$ cat src/rtl/lsu_store_drain.sv
// lsu_store_drain: pops committed stores from the LSU store FIFO and issues them one at a
// time as valid/ready write requests to the data cache. Define STORE_DRAIN_TIMEOUT_EN for a response timeout.
module lsu_store_drain #(
   parameter int         ADDRW      = 32,
   parameter int         DATAW      = 32,
   parameter logic [7:0] TOUT_LIMIT = 8'd255
) (
   input  logic                          Clk,
   input  logic                          Rest,
   input  logic [ADDRW+DATAW+DATAW/8-1:0] FifoPreOut,
   input  logic                          FifoEmpty,
   output logic                          Rable,
   input  logic                          DrainEn,
   output logic                          ReqValid,
   input  logic                          ReqReady,
   output logic [ADDRW-1:0]              ReqAddr,
   output logic [DATAW-1:0]              ReqData,
   output logic [DATAW/8-1:0]            ReqStrb,
   input  logic                          RespValid,
   input  logic                          RespErr,
   output logic                          DrainBusy,
   output logic                          DrainErr
);

   localparam logic [1:0] IDLE = 2'd0;
   localparam logic [1:0] REQ  = 2'd1;
   localparam logic [1:0] WAIT = 2'd2;

   logic [1:0] state;
   logic [1:0] state_nxt;
   logic       take;
   logic       resp;
   logic       pop;
   logic       tout;

   assign take  = DrainEn && !FifoEmpty;
   assign resp  = (state == WAIT) && RespValid;
   // A pop only happens from IDLE or on a response, so pops are always at least two cycles apart.
   assign pop   = ((state == IDLE) || resp) && take;
   assign Rable = pop;

`ifdef STORE_DRAIN_TIMEOUT_EN
   logic [7:0] tout_cnt;

   assign tout = (state == WAIT) && !RespValid && (tout_cnt == TOUT_LIMIT);

   always_ff @(posedge Clk or negedge Rest) begin
      if (!Rest) begin
         tout_cnt <= 8'd0;
      end else if ((state == REQ) && ReqReady) begin
         tout_cnt <= 8'd0;
      end else if ((state == WAIT) && !RespValid) begin
         tout_cnt <= tout_cnt + 8'd1;
      end
   end
`else
   logic [7:0] unused_tout;

   assign unused_tout = TOUT_LIMIT;
   assign tout        = 1'b0;
`endif

   always_comb begin
      // NOTE: default assignment first so no path leaves state_nxt unassigned (no latch).
      state_nxt = state;
      case (state)
         IDLE:    if (pop) state_nxt = REQ;
         REQ:     if (ReqReady) state_nxt = WAIT;
         WAIT: begin
            if (resp)      state_nxt = pop ? REQ : IDLE;
            else if (tout) state_nxt = IDLE;
         end
         default: state_nxt = IDLE;
      endcase
   end

   // NOTE: sequential state uses non-blocking assignments so every register samples pre-edge values.
   always_ff @(posedge Clk or negedge Rest) begin
      if (!Rest) begin
         state     <= IDLE;
         ReqValid  <= 1'b0;
         DrainBusy <= 1'b0;
         DrainErr  <= 1'b0;
         ReqAddr   <= '0;
         ReqData   <= '0;
         ReqStrb   <= '0;
      end else begin
         state     <= state_nxt;
         ReqValid  <= (state_nxt == REQ);
         DrainBusy <= (state_nxt != IDLE);
         DrainErr  <= (resp && RespErr) || tout;
         if (pop) begin
            {ReqAddr, ReqData, ReqStrb} <= FifoPreOut;
         end
      end
   end

endmodule

$ cat config.mk
export PLATFORM = sky130hd
export DESIGN_NAME = lsu_store_drain
export DESIGN_NICKNAME = d
export VERILOG_FILES = /design/src/rtl/lsu_store_drain.sv
export SDC_FILE = /design/constraint.sdc
export NUM_CORES = 1
export LEC_CHECK = 0
export BUFFER_PORTS_ARGS = -buffer_cell sky130_fd_sc_hd__buf_4
export CORE_MARGIN = 2
export CORE_UTILIZATION = 46
export CTS_CLUSTER_SIZE = 14
export DETAILED_ROUTE_END_ITERATION = 8
export PLACE_DENSITY = 0.89
export REMOVE_ABC_BUFFERS = 1
export SLEW_MARGIN = 5
export SYNTH_ARGS = -nofsm -noshare
export SYNTH_HDL_FRONTEND = slang
export SYNTH_SLANG_ARGS = --single-unit
$ cat constraint.sdc
create_clock -name Clk -period 1.5 [get_ports Clk]
set_input_delay 0.45 -clock Clk [delete_from_list [all_inputs] [get_ports Clk]]
set_output_delay 0.45 -clock Clk [all_outputs]
set_load 0.03 [all_outputs]
# After elaboration in Yosys (flattened, before gate mapping)
# Cells that the tools add are included.
[totals] input_bits=75 elab_cells=23 regBits=73 output_inout_bits=72
[classes] n_eq_ne=3 n_mux=5 reduce_logical=8
[ops] cell="two-way mux 2 bit" n=3
[ops] cell="one-hot mux 2 bit (3 select lines)" n=1
[ops] cell="== test 2 x 1 -> 1 bit (second input constant)" n=2
[ops] cell="logical AND 1 bit" n=4
[ops] cell="== test 2 bit (second input constant)" n=1
[ops] cell="zero test 2 bit" n=1
[ops] cell="nonzero test 2 bit" n=1
[ops] cell="zero test 1 bit" n=1
[ops] cell="logical OR 1 bit" n=1
[ops] cell="two-way mux 1 bit" n=1

# Logic depth before layout (Yosys ltp)
# Gate-level depths: netlist of the first run.
[depth] word_depth=8 mapped_depth=4 ltp_nobuf=3

# Least setup slack after synthesis of the first run
# Ideal clock, no wire load.
[synth_path] path_type="input to output" start="input FifoEmpty" end="output Rable" stages=4 arrival_ps=1149 path_buffers=1 path_slack_ps=-99 required_ps=1050 path_cell_list="nor2_1 nand3_4 buf_6 inv_1"
[synth_via] elab_chain_cells=3
[synth_rtl] element="start: declaration" line_no="11" source="input logic FifoEmpty,"
[synth_rtl] element="zero test 1 bit" line_no="36" source="assign take = DrainEn && !FifoEmpty;"
[synth_rtl] element="logical AND 1 bit" line_no="36"
[synth_rtl] element="logical AND 1 bit" line_no="39" source="assign pop = ((state == IDLE) || resp) && take;"
[synth_rtl] element="end: declaration" line_no="12" source="output logic Rable,"
# No other way between the ends.

# Final worst setup path of the first run
[layout_path] start="register state[0]" end="output Rable"
[layout_via] elab_chain_cells=4 word_cells_on_any_way=5 classes_between="eq/ne: 1; reduce/logical: 4"
[layout_rtl] element="start: declaration" line_no="29" source="logic [1:0] state;"
[layout_rtl] element="start signal: assignment" line_no="88" source="state <= state_nxt;"
[layout_rtl] element="== test 2 bit" line_no="37" source="assign resp = (state == WAIT) && RespValid;"
[layout_rtl] element="logical AND 1 bit" line_no="37"
[layout_rtl] element="logical OR 1 bit *" line_no="39"
[layout_rtl] element="logical AND 1 bit *" line_no="39"
# Every way passes the cells marked *; elsewhere a longest branch is shown, timed or not.

==> impl_results.md, run 1 <==
- Tcrit/Tclk final: 1.07
- Pwr Density: 1750 mW/mm²
- Distinct cells, synth: 13
- Net total in the final layout: roughly 400
- Remaining DRCs: 0
- Pleak: ~2.4 nW
- RSZ-0062 raised after global routing: true
- CTS tree: built
- Top post-synthesis cells by area: dfrtp_1 (61%), mux2_4 (33%), buf_6 (2.6%)
- CP Data Required Time: around 1.1 ns
- Clock Sinks: 73
- Port Buffer Count: 146
- Initial Util: 0.475
- Area Growth Syn to Fin: 49.6%
- Vias per cell: 4.77
- Post-synth top cells: dfrtp_1 (73), mux2_4 (66), buf_6 (7)
- Failing checks: negative setup slack
- Post-synth top flop: dfrtp_1
- Clk root buf: clkbuf_8
- Worst setup EP type: primary output
- Synth async-reset ratio: 1.00
- Most used standard cell by instance count after synthesis: dfrtp_1
- Status: finished with violations
- Final count of negative-setup-slack endpoints: 1
- Tmin final: 1.60 ns
- Sequential-to-total area share from yosys stat: 0.609
- CP max-delay cell: dfrtp_1
- Total power: 0.00784 W
- Actual slew at the worst max-slew pin: ~0.37 ns
- Vias in the first global route: between 2000 and 2500
- Antenna-violating nets left: 0
- Worst Setup SP: state[0]$_DFF_PN0_
- First-pass GRT wire length: about 10000 µm
- WS Path Type: reg -> out
- Clock share of power: 0.220
- Overall die height: between 80 and 90 µm
- Yosys Warn Count: 0
- H-tree levels: 3
- Crit-path max FO: 3
- Core Box Area: ~0.0063 mm²
- R2R setup slack: about 0.04 ns
- Maximum achievable frequency: around 630 MHz
- VDD IR max: between 1000 and 1500 µV
- # rows: 29
- Die area: between 0.007 and 0.008 mm²
- Fin Clk Skew: around 0.0065 ns
- Last element of the critical path: Rable
- Pre-antenna DRT Iters: 4
- Critical Path Source Type: register
- Initial antenna violation count: 0
- Hold Buf Count CTS: 0
- Crit-path cells: nor2_2 -> nand3_4 -> inv_2 -> buf_6
- Worst R2R Path Depth: 5
- Internal power: 0.00513 W
- Cell Area, Placed: between 0.004 and 0.005 mm²
- Arr. time, crit path: around 1.2 ns
- Synthesized flop and latch total: 73
- Max Cap Viol: 0
- Worst-path clk slew: 0.07 ns
- Hold Crit Class: in -> async
- DP HPWL: roughly 4700 µm
- Routed via count: roughly 1900
- Share of cells above drive strength 1: 0.745
- Drt wl/cell: 16.2 µm
- Comb power frac: 0.417
- Final Max Slew Viols: 0
- GRT Overall Usage: 0.184
- Total CTS buffers: 9
- I/O Pins: between 100 and 150
- Worst R2R End: ReqAddr[2]$_DFFE_PN0P_
- Final worst setup slack: -0.0981 ns
- Cells after synthesis: approximately 160
- Clock latency on the worst-skew pair: ~0.32 ns
- Fin area: around 0.0045 mm²
- GP Congestion: about 0.75
- Largest net degree at the start of global routing: 74
- Cell Area, Synth: between 0.003 and 0.004 mm²
- Clock Path Buffers: 2
- Sw Share: 0.345
- Sequential share of power: 0.364
- Worst flop-to-flop path startpoint: state[0]$_DFF_PN0_
- Final hold vios: 0
- ANT cells: 0
- DRT iter0 DRCs: 53
- Share of the synthesized area in the top cell type: 0.609
- Max-slew headroom: 0.750
- Drt total wl: roughly 6500 µm
- Post-synthesis area per instance: about 19 µm²
- Largest stage delay on the critical path: approximately 0.41 ns
- Die W: between 80 and 90 µm
- Remaining Overflow, GRT: 0
- Sw Pwr: 0.00271 W
- EDFF count, synth: 0
- Synth area leader: dfrtp_1
[cell usage in the layout (no fill, tap or decap)]
cell type,synthesis,final
clkinvlp_4,0,2
nor2_2,0,1
buf_4,0,148
buf_6,7,3
nor2_1,2,1
o211ai_1,1,1
clkbuf_8,0,11
nand2_1,1,1
inv_1,2,1
clkbuf_1,0,1
o22ai_1,1,1
bufinv_16,0,2
buf_16,0,1
inv_2,0,1
dfrtp_1,73,73
nand3_4,1,1
o21ai_0,2,2
clkbuf_16,0,1
mux2_2,2,2
nand2b_1,2,2
mux2_4,66,66
nand2b_2,1,1
buf_12,0,2
[sequential cells by signal (all words and copies together) (netlist names)]
register	flops
ReqAddr	32
DrainErr	1
state	2
ReqValid	1
ReqData	32
ReqStrb	4
DrainBusy	1
[worst max-delay path: cells and delay by family, from the launching register on]
family / cells / cell delay, ns
flops: 1 / 0.41
simple gates: 2 / 0.23
buf+inv: 2 / 0.19
[cells by family (layout without fill, tap and decap cells)]
kind of cell	count (synthesis)	in the layout	synth area share
flops	73	73	0.609
mux	68	68	0.338
buf+inv	9	173	0.0288
simple gates	7	7	0.0167
compound gates	4	4	0.00793
[worst min-delay path by stage]
| stage | end | slack [ns] | start | cells after the start |
|---|---|---|---|---|
| floorplan | DrainBusy$_DFF_PN0_ | 0.15 | Rest | 0 |
| global placement | ReqAddr[31]$_DFFE_PN0P_ | 0.49 | Rest | 2 |
| detailed placement | ReqAddr[31]$_DFFE_PN0P_ | 0.49 | Rest | 2 |
| CTS | ReqAddr[31]$_DFFE_PN0P_ | 0.13 | Rest | 2 |
| global route | ReqAddr[3]$_DFFE_PN0P_ | 0.14 | Rest | 2 |
| finish | ReqValid$_DFF_PN0_ | 0.13 | Rest | 2 |
[stage by stage]
stage	std cells	hold WS, ns	utilization	setup TNS [ns]	setup WS (ns)
after CTS	401	0.134	0.705	-0.108	-0.108
after global routing	402	0.144	0.711	-0.295	-0.162
after global placement	384	0.487	0.666	-5.27	-0.114
after floorplan	154	0.154	-	-46.27	-0.954
after detailed placement	384	0.493	0.666	-6.30	-0.141
final	402	0.130	0.711	-0.0981	-0.0981
[layout make-up]
cell class	count	area, µm²
flip-flops and latches	73	1830
fillers	426	1830
repair buffers	155	1240
multi-input cells	79	1090
clock buffers	12	155
well taps	77	96.3
clock inverters	4	75.1
inverters	2	7.51
[timing repair]
item                                    4_1_cts  5_1_grt
gates resized for setup                       3        3
buffers inserted                              1        0
gates cloned                                  0        1
endpoints found under the hold margin         0        0
endpoints found under the setup margin        1        8
pin swaps                                     2        0
[power groups by stage]
stage,clock network (W),registers [W],logic (W)
floorplan,0,0.00393,0.000925
global placement,0,0.00286,0.00320
detailed placement,0,0.00288,0.00327
CTS,0.00177,0.00285,0.00328
global route,0.00186,0.00292,0.00340
finish,0.00172,0.00285,0.00327
[layer usage]
layer	vias to the layer above	track usage	part of all wire
li1	880	-	-
met1	944	0.232	0.39
met2	83	0.310	0.52
met3	9	0.0511	0.073
met4	0	0.0577	0.013
met5	-	0	0
Power figures use the tool's default switching activity.
==> run 2: changes to the inputs <==
BUFFER_PORTS_ARGS = -buffer_cell sky130_fd_sc_hd__buf_2   (was -buffer_cell sky130_fd_sc_hd__buf_4)
==> impl_results.md, run 2 (synthesized netlist as in run 1, its figures left out) <==
- Net total in the final layout: 393 (was 395)
- Final hold vios: 0 (unchanged)
- Worst-path clk slew: 0.08 ns (was 0.07 ns)
- Top Registers: ReqAddr x32, ReqData x32, ReqStrb x4 (unchanged)
- Hold Crit Class: in -> async (unchanged)
- Arr. time, crit path: 1.12 ns (was 1.15 ns)
- Die area: 0.00718 mm² (unchanged)
- Initial Util: 0.475 (unchanged)
- Status: finished with violations (unchanged)
- Pleak: 2.27 nW (was 2.39 nW)
- Failing checks: negative setup slack (unchanged)
- I/O Pins: 147 (unchanged)
- Largest net degree at the start of global routing: 74 (unchanged)
- ANT cells: 0 (unchanged)
- Fin area: 0.00411 mm² (was 0.00449 mm²)
- WS Path Type: reg -> out (unchanged)
- Most frequent cells in the layout: buf_2 (144), dfrtp_1 (73), mux2_4 (66), clkbuf_8 (12), buf_4 (5) (was buf_4 (148), dfrtp_1 (73), mux2_4 (66), clkbuf_8 (11), buf_6 (3))
- Actual slew at the worst max-slew pin: 0.389 ns (was 0.375 ns)
- Maximum achievable frequency: 635 MHz (was 626 MHz)
- Commonest non-fill, non-tap cell in the layout: buf_2 (was buf_4)
- Vias per cell: 4.67 (was 4.77)
- Overall die height: 84.8 µm (unchanged)
- GP Congestion: 0.738 (was 0.754)
- Clk root buf: clkbuf_8 (unchanged)
- # rows: 29 (unchanged)
- Clock Path Buffers: 2 (unchanged)
- Sw Share: 0.348 (was 0.345)
- Hold Slack: 0.115 ns (was 0.130 ns)
- DRT iter0 DRCs: 106 (was 53)
- FF+latch area: 0.00183 mm² (unchanged)
- Share of cells above drive strength 1: 0.746 (was 0.745)
- Total power: 0.00762 W (was 0.00784 W)
- Drt total wl: 6080 µm (was 6500 µm)
- Tcrit/Tclk final: 1.05 (was 1.07)
- Critical Path Source Type: register (unchanged)
- Antenna-violating nets left: 0 (unchanged)
- CTS tree: built (unchanged)
- Comb power frac: 0.375 (was 0.417)
- Port Buffer Count: 146 (unchanged)
- Max-slew headroom: 0.740 (was 0.750)
- First-pass GRT wire length: 9580 µm (was 10400 µm)
- Clock latency on the worst-skew pair: 0.33 ns (was 0.32 ns)
- Pre-antenna DRT Iters: 4 (unchanged)
- Clock Sinks: 73 (unchanged)
- Fin Clk Skew: 0.00847 ns (was 0.00648 ns)
- Final count of negative-setup-slack endpoints: 1 (unchanged)
- Max Cap Viol: 0 (unchanged)
- Sequential share of power: 0.371 (was 0.364)
- Total CTS buffers: 9 (unchanged)
- Die W: 84.8 µm (unchanged)
- VDD IR max: 1140 µV (was 1200 µV)
- Routed via count: 1868 (was 1916)
- FILL cells: 497 (was 426)
- RSZ-0062 raised after global routing: true (unchanged)
- Pwr Density: 1850 mW/mm² (was 1750 mW/mm²)
- GRT Overall Usage: 0.172 (was 0.184)
- CP Data Required Time: 1.05 ns (about the same)
- Drt wl/cell: 15.2 µm (was 16.2 µm)
- DP HPWL: 4300 µm (was 4720 µm)
- Area of the multi-input gates: 0.00109 mm² (unchanged)
- Setup tns final: -0.0746 ns (was -0.0981 ns)
- Remaining DRCs: 0 (unchanged)
- Final Max Slew Viols: 0 (unchanged)
- Tmin final: 1.57 ns (was 1.60 ns)
- Internal power: 0.00497 W (was 0.00513 W)
- Initial antenna violation count: 0 (unchanged)
- Vias in the first global route: 1926 (was 2079)
- Final worst setup slack: -0.0746 ns (was -0.0981 ns)
- Core Box Area: 0.00631 mm² (unchanged)
- Sw Pwr: 0.00265 W (was 0.00271 W)
- Crit-path max FO: 2 (was 3)
- Cell Area, Placed: 0.00383 mm² (was 0.00420 mm²)
- Clock share of power: 0.255 (was 0.220)
- H-tree levels: 3 (unchanged)
- Hold Buf Count CTS: 0 (unchanged)
- Worst setup EP type: primary output (unchanged)
- Area Growth Syn to Fin: 37.1% (was 49.6%)
- Final core utilization: 0.651 (was 0.711)
- Remaining Overflow, GRT: 0 (unchanged)
run 2: cell types whose count changed in the layout (fill, tap and decap cells not counted), sizes merged:
cell	previous run	this run
clkinvlp	2	1
clkbuf	13	12
bufinv	2	3
buf	154	153
run 2: worst paths after layout:
check / startpoint / to / slack (ns) / cells after the start
worst max-delay path: state[0]$_DFF_PN0_ / Rable / -0.07 / 4
worst min register to register: ReqAddr[30]$_DFFE_PN0P_ / ReqAddr[30]$_DFFE_PN0P_ / 0.51 / 1
min in group Clk: RespErr / DrainErr$_DFF_PN0_ / 0.32 / 3
max in group asynchronous: Rest / ReqData[9]$_DFFE_PN0P_ / 1.06 / 2
worst max register to register: state[1]$_DFF_PN0_ / ReqData[11]$_DFFE_PN0P_ / 0.06 / 5
worst min-delay path: Rest / ReqAddr[31]$_DFFE_PN0P_ / 0.11 / 2
run 2: layout make-up:
class / count / share of cell area
Tap cell: 77 / 0.0234
Inverter: 2 / 0.00183
Clock buffer: 12 / 0.0402
Sequential cell: 73 / 0.444
Timing Repair Buffer: 153 / 0.202
Clock inverter: 4 / 0.0237
Multi-Input combinational cell: 79 / 0.265
run 2: power groups by stage:
stage	combinational (W)	sequential, W	clock [W]
6_report	0.00286	0.00282	0.00194
5_1_grt	0.00299	0.00289	0.00210
4_1_cts	0.00289	0.00283	0.00199
3_5_place_dp	0.00287	0.00285	0
3_3_place_gp	0.00281	0.00284	0
2_1_floorplan	0.000925	0.00393	0
run 2: stage by stage:
| stage | instances | worst slack [ns] |
|---|---|---|
| 4_1_cts | 400 | -0.0956 |
| 6_report | 400 | -0.0746 |
| 2_1_floorplan | 154 | -0.954 |
| 5_1_grt | 400 | -0.145 |
| 3_3_place_gp | 382 | -0.0955 |
| 3_5_place_dp | 382 | -0.133 |
run 2: worst max-delay path, stage by stage (launching register included):
cell and delay [ns]:
dfrtp_1 0.40, nor2_2 0.13, nand3_4 0.09, inv_2 0.06, buf_6 0.12
run 2: timing repair:
item                       CTS  global route
pin swaps                    2             0
setup endpoints to repair    1             1
gates resized for setup      4             0
buffers inserted             2             0
run 2: routing by layer:
layer | vias to the layer above | share of wire | wire length (µm) | global-route usage
met5 | - | 0 | 0 | 0
met4 | 0 | 0.0094 | 57 | 0.0649
met1 | 903 | 0.41 | 2520 | 0.227
met3 | 7 | 0.075 | 457 | 0.0403
li1 | 876 | - | - | -
met2 | 82 | 0.50 | 3050 | 0.278
==> run 3: changes to the inputs <==
CELL_PAD_IN_SITES_DETAIL_PLACEMENT = 0   (was default)
CELL_PAD_IN_SITES_GLOBAL_PLACEMENT = 1   (was default)
CORE_UTILIZATION = 36   (was 46)
PLACE_DENSITY = 0.88   (was 0.89)
==> impl_results.md, run 3 (synthesized netlist as in run 1, its figures left out) <==
- Status: finished with violations (unchanged)
- Failing checks: negative setup slack (unchanged)
- Top Registers: ReqAddr x32, ReqData x32, ReqStrb x4 (unchanged)
- DP HPWL: 4530 µm (was 4300 µm)
- Clk root buf: clkbuf_8 (unchanged)
- Cell Area, Placed: 0.00392 mm² (was 0.00383 mm²)
- Clock Path Buffers: 2 (unchanged)
- CP Data Required Time: 1.05 ns (about the same)
- Max Cap Viol: 0 (unchanged)
- Tmin final: 1.62 ns (was 1.57 ns)
- Port Buffer Count: 146 (unchanged)
- Clock latency on the worst-skew pair: 0.33 ns (about the same)
- Final hold vios: 0 (unchanged)
- Net total in the final layout: 407 (was 393)
- Dpl cells: 418 (was 382)
- Initial antenna violation count: 0 (unchanged)
- Clock Sinks: 73 (unchanged)
- Remaining DRCs: 0 (unchanged)
- Arr. time, crit path: 1.17 ns (was 1.12 ns)
- Initial Util: 0.369 (was 0.475)
- Vias in the first global route: 1823 (was 1926)
- Layout Cells excl Fill: 442 (was 400)
- Critical Path Source Type: register (unchanged)
- Total CTS buffers: 9 (unchanged)
- Fin Clk Skew: 0.00738 ns (was 0.00847 ns)
- Drt wl/cell: 15.0 µm (was 15.2 µm)
- Hold Crit Class: in -> reg (was in -> async)
- Pleak: 2.37 nW (was 2.27 nW)
- Max-slew headroom: 0.785 (was 0.740)
- Core Box Area: 0.00813 mm² (was 0.00631 mm²)
- Actual slew at the worst max-slew pin: 0.323 ns (was 0.389 ns)
- Area Growth Syn to Fin: 44.6% (was 37.1%)
- GP Congestion: 0.740 (was 0.738)
- Final worst setup slack: -0.123 ns (was -0.0746 ns)
- Overall die height: 95.3 µm (was 84.8 µm)
- Final Max Slew Viols: 0 (unchanged)
- I/O Pins: 147 (unchanged)
- Fin area: 0.00434 mm² (was 0.00411 mm²)
- Worst-path clk slew: 0.07 ns (was 0.08 ns)
- Share of cells above drive strength 1: 0.751 (was 0.746)
- Worst setup EP type: primary output (unchanged)
- Pwr Density: 1730 mW/mm² (was 1850 mW/mm²)
- GRT Overall Usage: 0.138 (was 0.172)
- WS Path Type: reg -> out (unchanged)
- Die area: 0.00908 mm² (was 0.00718 mm²)
- Post-Place Setup Slack: -0.203 ns (was -0.133 ns)
- Largest net degree at the start of global routing: 37 (was 74)
- Final count of negative-setup-slack endpoints: 68 (was 1)
- DRT iter0 DRCs: 31 (was 106)
- Commonest non-fill, non-tap cell in the layout: buf_2 (unchanged)
- RSZ-0062 raised after global routing: true (unchanged)
- Vias per cell: 4.42 (was 4.67)
- Crit-path max FO: 3 (was 2)
- Remaining Overflow, GRT: 0 (unchanged)
- CTS tree: built (unchanged)
- Routed via count: 1954 (was 1868)
- VDD IR max: 860 µV (was 1140 µV)
- ANT cells: 0 (unchanged)
- First-pass GRT wire length: 9270 µm (was 9580 µm)
- # rows: 33 (was 29)
- Most frequent cells in the layout: buf_2 (144), dfrtp_1 (73), mux2_4 (66), clkbuf_8 (11), buf_4 (10) (was buf_2 (144), dfrtp_1 (73), mux2_4 (66), clkbuf_8 (12), buf_4 (5))
- H-tree levels: 3 (unchanged)
- Maximum achievable frequency: 616 MHz (was 635 MHz)
- Pre-antenna DRT Iters: 4 (unchanged)
- Tcrit/Tclk final: 1.08 (was 1.05)
- Antenna-violating nets left: 0 (unchanged)
- Drt total wl: 6620 µm (was 6080 µm)
- Die W: 95.3 µm (was 84.8 µm)
-- run 3: changes by cell type in the layout (fill, tap and decap cells not counted), moves of 2 or more --
cell       before  now
buf_4           5   10
clkbuf_16       0    4
buf_8           0    2
buf_16          0    2
-- run 3: where the power goes --
part | total [W] | switching, W | leakage [nW] | internal, W
clock | 0.00172 | 0.000690 | 0.109 | 0.00103
sequential | 0.00283 | 0.000311 | 0.862 | 0.00252
combinational | 0.00297 | 0.00168 | 1.40 | 0.00129
total | 0.00752 | 0.00268 | 2.37 | 0.00484
-- run 3: what timing repair did --
item                                   in CTS  in global routing
setup endpoints to repair                  51                 64
hold buffers                                1                  0
endpoints found under the hold margin       2                  0
gates resized for setup                     4                  9
gates cloned                                0                  5
buffers inserted                            1                  1
pin swaps                                   2                  0
-- run 3: stage by stage --
step | hold WS, ns | power [W] | TNS, ns | util
detailed placement | 0.376 | 0.00575 | -8.57 | 0.482
finish | 0.328 | 0.00752 | -3.22 | 0.533
global placement | 0.363 | 0.00570 | -7.90 | 0.482
CTS | 0.305 | 0.00751 | -0.221 | 0.514
floorplan | 0.154 | 0.00485 | -46.27 | -
global route | 0.313 | 0.00790 | -7.74 | 0.533
-- run 3: worst max-delay path: stages (launching register included) --
cell and delay (ns):
dfrtp_1 0.41, nor2_2 0.14, nand3_4 0.11, inv_2 0.07
buf_6 0.12
-- run 3: final cells by class --
class | instances | area, µm²
Fill cell | 694 | 3790
Sequential cell | 73 | 1830
Multi-Input combinational cell | 79 | 1090
Timing Repair Buffer | 167 | 1050
Clock buffer | 12 | 155
Tap cell | 105 | 131
Clock inverter | 4 | 75.1
Inverter | 2 | 7.51
-- run 3: per-layer routing --
| layer | wire length (µm) | GRT usage | share of wire |
|---|---|---|---|
| met2 | 3080 | 0.205 | 0.47 |
| met5 | 0 | 0 | 0 |
| met1 | 2920 | 0.187 | 0.44 |
| met3 | 573 | 0.0443 | 0.087 |
| met4 | 42 | 0.0543 | 0.0063 |
-- run 3: worst paths after layout --
path	start	to	cells past startpoint	slack [ns]
worst max-delay path	state[0]$_DFF_PN0_	Rable	4	-0.12
worst max register to register	state[0]$_DFF_PN0_	ReqStrb[2]$_DFFE_PN0P_	6	-0.06
worst min-delay path	RespErr	DrainErr$_DFF_PN0_	3	0.33
worst min register to register	ReqAddr[30]$_DFFE_PN0P_	ReqAddr[30]$_DFFE_PN0P_	1	0.51
max in group asynchronous	Rest	ReqData[19]$_DFFE_PN0P_	3	0.40
min in group asynchronous	Rest	DrainErr$_DFF_PN0_	2	0.60
